$ cat src/rtl/stream_fifo_arbiter.sv
// stream_fifo_arbiter
// Two-requester AXI-Stream arbiter feeding a downstream FIFO. Grants are
// round-robin and bounded to BURST beats. New beats stop while the FIFO
// occupancy is within HEADROOM of DEPTH. The output is a single register
// stage.
// Optional feature: define STREAM_FIFO_ARB_STATS_EN to add the 32-bit
// per-requester beat counters beats0 / beats1.
//
// Handshake: a beat moves on a port on the rising edge where TVALID and
// TREADY are both high. TVALID never waits on TREADY, and TDATA is held
// while TVALID is high and TREADY is low.
module stream_fifo_arbiter #(
   parameter int WIDTH    = 8,
   parameter int CNT_W    = 14,
   parameter int DEPTH    = 16384,
   parameter int HEADROOM = 4,
   parameter int BURST    = 16
) (
   input  logic             ap_clk,
   input  logic             ap_rst,
   input  logic [CNT_W-1:0] fifo_count,
   input  logic [WIDTH-1:0] in0_V_V_TDATA,
   input  logic             in0_V_V_TVALID,
   output logic             in0_V_V_TREADY,
   input  logic [WIDTH-1:0] in1_V_V_TDATA,
   input  logic             in1_V_V_TVALID,
   output logic             in1_V_V_TREADY,
   output logic [WIDTH-1:0] out_V_V_TDATA,
   output logic             out_V_V_TVALID,
   input  logic             out_V_V_TREADY,
   output logic [1:0]       grant,
   output logic [1:0]       state_dbg_o
`ifdef STREAM_FIFO_ARB_STATS_EN
   ,
   output logic [31:0]      beats0,
   output logic [31:0]      beats1
`endif
);

   typedef enum logic [1:0] {
      IDLE = 2'd0,
      G0   = 2'd1,
      G1   = 2'd2
   } state_t;

   localparam logic [7:0]  BURST_LAST = 8'(BURST - 1);
   localparam logic [31:0] THRESH     = 32'(DEPTH - HEADROOM);

   state_t           state_q, state_d;
   logic             last_q, last_d;       // 1: requester 1 was served last
   logic [7:0]       burst_q, burst_d;
   logic [WIDTH-1:0] out_data_q, out_data_d;
   logic             out_valid_q, out_valid_d;

   logic throttle;
   logic can_take;
   logic acc0;
   logic acc1;

   // FIFO nearly full: block new beats, but keep the current grant
   assign throttle = (32'(fifo_count) >= THRESH);

   // Accept only when the output register is empty or draining this cycle
   assign can_take = !throttle && (!out_valid_q || out_V_V_TREADY);

   assign in0_V_V_TREADY = (state_q == G0) && can_take;
   assign in1_V_V_TREADY = (state_q == G1) && can_take;
   assign acc0           = in0_V_V_TREADY && in0_V_V_TVALID;
   assign acc1           = in1_V_V_TREADY && in1_V_V_TVALID;

   assign grant          = {state_q == G1, state_q == G0};
   assign state_dbg_o    = state_q;
   assign out_V_V_TDATA  = out_data_q;
   assign out_V_V_TVALID = out_valid_q;

   // Next-state logic: round-robin arbitration and bounded bursts
   always_comb begin
      state_d = state_q;
      last_d  = last_q;
      burst_d = burst_q;
      case (state_q)
         IDLE: begin
            if (in0_V_V_TVALID && (last_q || !in1_V_V_TVALID)) begin
               state_d = G0;
            end else if (in1_V_V_TVALID) begin
               state_d = G1;
            end
         end
         G0: begin
            if ((acc0 && (burst_q == BURST_LAST)) || !in0_V_V_TVALID) begin
               last_d  = 1'b0;
               state_d = in1_V_V_TVALID ? G1 : IDLE;
            end
         end
         G1: begin
            if ((acc1 && (burst_q == BURST_LAST)) || !in1_V_V_TVALID) begin
               last_d  = 1'b1;
               state_d = in0_V_V_TVALID ? G0 : IDLE;
            end
         end
         default: state_d = IDLE;
      endcase
      if (state_d != state_q) begin
         burst_d = '0;
      end else if (acc0 || acc1) begin
         burst_d = burst_q + 8'd1;
      end
   end

   // Output register: load on an accepted beat, empty when drained
   always_comb begin
      out_valid_d = out_valid_q;
      out_data_d  = out_data_q;
      if (acc0) begin
         out_valid_d = 1'b1;
         out_data_d  = in0_V_V_TDATA;
      end else if (acc1) begin
         out_valid_d = 1'b1;
         out_data_d  = in1_V_V_TDATA;
      end else if (out_V_V_TREADY) begin
         out_valid_d = 1'b0;
      end
   end

   // State and output registers; reset drops any registered beat
   always_ff @(posedge ap_clk or posedge ap_rst) begin
      if (ap_rst) begin
         state_q     <= IDLE;
         last_q      <= 1'b1;
         burst_q     <= '0;
         out_valid_q <= 1'b0;
         out_data_q  <= '0;
      end else begin
         state_q     <= state_d;
         last_q      <= last_d;
         burst_q     <= burst_d;
         out_valid_q <= out_valid_d;
         out_data_q  <= out_data_d;
      end
   end

`ifdef STREAM_FIFO_ARB_STATS_EN
   logic [31:0] beats0_q, beats1_q;

   // Wrapping per-requester counts of accepted beats
   always_ff @(posedge ap_clk or posedge ap_rst) begin
      if (ap_rst) begin
         beats0_q <= '0;
         beats1_q <= '0;
      end else begin
         if (acc0) beats0_q <= beats0_q + 32'd1;
         if (acc1) beats1_q <= beats1_q + 32'd1;
      end
   end

   assign beats0 = beats0_q;
   assign beats1 = beats1_q;
`endif

endmodule

$ cat config.mk
export PLATFORM = sky130hd
export DESIGN_NAME = stream_fifo_arbiter
export DESIGN_NICKNAME = d
export VERILOG_FILES = /design/src/rtl/stream_fifo_arbiter.sv
export SDC_FILE = /design/constraint.sdc
export NUM_CORES = 1
export LEC_CHECK = 0
export CAP_MARGIN = 20
export CORE_MARGIN = 5
export CORE_UTILIZATION = 30
export CTS_CLUSTER_DIAMETER = 100
export DETAILED_ROUTE_END_ITERATION = 8
export PLACE_DENSITY = 0.53
export SYNTH_ARGS = -nofsm -noshare
export SYNTH_HDL_FRONTEND = slang
export SYNTH_SLANG_ARGS = --single-unit
$ cat constraint.sdc
create_clock -name ap_clk -period 6.9 [get_ports ap_clk]
set_clock_uncertainty 0.15 [all_clocks]
set_input_delay 0.69 -clock ap_clk [delete_from_list [all_inputs] [get_ports ap_clk]]
set_output_delay 0.69 -clock ap_clk [all_outputs]
set_load 0.1 [all_outputs]
==> results.cfg <==
[setup_path]
critPathSlowestCell = clkdlybuf4s50_1
cp.arrival_ns = 3.21
crit_top_cell = clkdlybuf4s50_1
cp-end-kind = output port
r2r_start = state_dbg_o[0]
crit_family = buffers and inverters
path_buf_inv = 2
slowest_delay_ns = 0.96
start_kind = primary input
cp-startpoint = fifo_count[9]
cp.required_ns = 6.06
path_cells = clkdlybuf4s50_1 -> nand4_1 -> nor3_2 -> a21oi_1 -> and2_2 -> clkdlybuf4s50_1
worstSetupPathType = primary input to output port
crit_fanout = 9

[pwr]
p_leak_uw = 0.000746
p_per_area_mw_per_mm2 = 494
vdd_drop_max_v = 0.000290

[drt]
post_drt_wl_per_cell_um = 14.1
viasPerCell = 5.01
drt-initial-drc-count = 49
drc_errors = 0
vias = 1203
drtPass1Iterations = 4
met1_length_um = 1520
wl_met2_um = 1670
routed_wl_um = 3390
postRouteAntennaNets = 0
wl_met3_um = 192
routed.top_layer = met4

[sta]
finalHoldViolations = 0
final.min_clock_period_ns = 4.05
rsz0062_at_grt = false
finalCritPeriodShare_pct = 58.6
setup_viol = 0
fin_hold_ws_ns = 0.390
slew_headroom_pct = 34.4
setup_tns_ns = 0
tightest_slew_ns = 0.981
fmax_ghz = 0.247
drv_slew = 0

[synth]
syn_inst = 142
yosys.area.top_type = dfrtp_1
synthDistinctLibCells = 45
ys_seq_area_share_pct = 35.8
synth_flop_cell = dfrtp_1
avgSynthCellArea_sq_um = 9.87
synthArstFlopShare_pct = 100
syn_nets = 182
ys_ff_latch = 20
netlist_area_sq_mm = 0.00140
synth_top_area_share_pct = 33.9
ys_warn_count = 0
synth.area.top_cells = dfrtp_1, mux2i_1, nor3_2, a21oi_1, ha_1
synth-edff-count = 0

[finish]
layout_commonest_cell = clkdlybuf4s50_1
final_cell_mix = clkdlybuf4s50_1, dfrtp_1, a21oi_1
fin_nets = 229
final_area_sq_mm = 0.00197
drive_above_1_share_pct = 16.0
synthToLayoutAreaGrowth_pct = 40.7
fin_cells = 240
antennaDiodeCount = 0
fill_cells = 430

[placement]
port_buffers = 47
place.detailed.hpwl_um = 2590
post-place-cells = 236
postPlaceCellArea_sq_mm = 0.00190
place_congestion = 0.889

[clock_network]
clk_latency_ns = 0.26
cts_htree_levels = 1
cts.sinks = 20
cts_buffers = 3
cts_tree = done
cts-resized-gates = 0
cts_hold_buf = 0
clk_path_buf_depth = 2
clk_pin_slew_worst_paths_ns = 0.08
post-cts-setup-buffers = 0
clk_root_buffer_cell = clkbuf_8

[floorplan]
boundaryPins = 50
die_w_um = 78.3
start_util_pct = 31.5
rows = 24
design.die.area_sq_mm = 0.00614
core_area_sq_mm = 0.00444
die_y_um = 78.3

[grt]
antenna_found_initial = 0
grt_util_all_layers_pct = 11.3
grt_max_degree = 21
grt_pass1_vias = 1228
grt_pass1_wl_um = 5600
gr-total-overflow = 0

[run]
maxCapViolCount = 0

[min_path]
hp-start = out_V_V_TDATA[6]
hold_path_class = flop to flop

[run_status]
outcome = complete, no violations
[cell type report]
| class | count | area [sq um] | share of cell area (%) |
|---|---|---|---|
| inverter | 7 | 26.3 | 1.33 |
| clock inverter | 1 | 30.0 | 1.52 |
| timing repair buffer | 47 | 470 | 23.9 |
| clock buffer | 3 | 41.3 | 2.09 |
| multi-input combinational | 110 | 837 | 42.4 |
| tap | 52 | 65.1 | 3.30 |
| sequential | 20 | 502 | 25.4 |
[sequential cells by signal, indices dropped and copies added, names as in the netlist]
name,flops
burst_q,8
out_V_V_TVALID,1
last_q,1
state_dbg_o,2
out_V_V_TDATA,8
[where the power goes]
| part | leakage (uW) | switching [uW] | internal, uW |
|---|---|---|---|
| logic | 0.000463 | 484 | 184 |
| clock network | 0.0000357 | 41.8 | 77.4 |
| registers | 0.000247 | 30.2 | 156 |
[cell usage after synthesis (2+ instances only)]
cell,number
inv_1,7
nand4_1,4
xnor2_1,7
nand3_1,5
nand2_1,8
a21oi_1,13
buf_4,2
mux2i_1,9
ha_1,5
dfrtp_1,19
a31oi_1,2
nor4_1,5
nor2_2,2
buf_2,2
nor2_1,9
nor3_1,2
nor3_2,9
o21ai_0,5
[metrics by stage]
step | setup WS (ns) | total power, uW | util, %
2_1_floorplan | 3.05 | 715 | -
3_3_place_gp | 2.86 | 853 | 42.8
3_5_place_dp | 2.85 | 859 | 42.8
4_1_cts | 2.85 | 983 | 44.4
5_1_grt | 2.70 | 1020 | 44.4
6_report | 2.85 | 974 | 44.4
[metal layers]
metal	track usage, %	vias to the layer above
met5	0	-
li1	-	608
met3	3.43	2
met4	1.92	0
met2	19.9	37
met1	13.7	556
[worst reg2reg max path, delay by kind of cell (launching register included)]
kind / cells / cell delay, ns
compound gates: 4 / 1.18
flops: 1 / 0.49
fa+ha+maj: 1 / 0.34
buf+inv: 1 / 0.16
simple gates: 1 / 0.09
[path summary, 6_finish.rpt]
kind,end,slack (ns),depth (start not counted)
hold reg to reg,out_V_V_TDATA[6],0.39,2
max in group asynchronous,burst_q[7],5.39,2
min in group asynchronous,state_dbg_o[1],0.72,2
setup reg to reg,burst_q[4],4.37,7
hold / removal,out_V_V_TDATA[6],0.39,2
setup / recovery,in1_V_V_TREADY,2.85,6
[logic make-up (layout without fill, tap and decap cells)]
group / after synthesis / in the layout / synth area share, %
and+or+nand+nor: 56 / 56 / 25.6
AOI/OAI and AO/OA: 32 / 32 / 18.0
DFF: 20 / 20 / 35.8
buffers and inverters: 12 / 58 / 4.46
muxes: 10 / 10 / 7.23
xor gates and xnor gates: 7 / 7 / 4.38
adders and majority gates: 5 / 5 / 4.46
(Power assumes the default switching activity.)
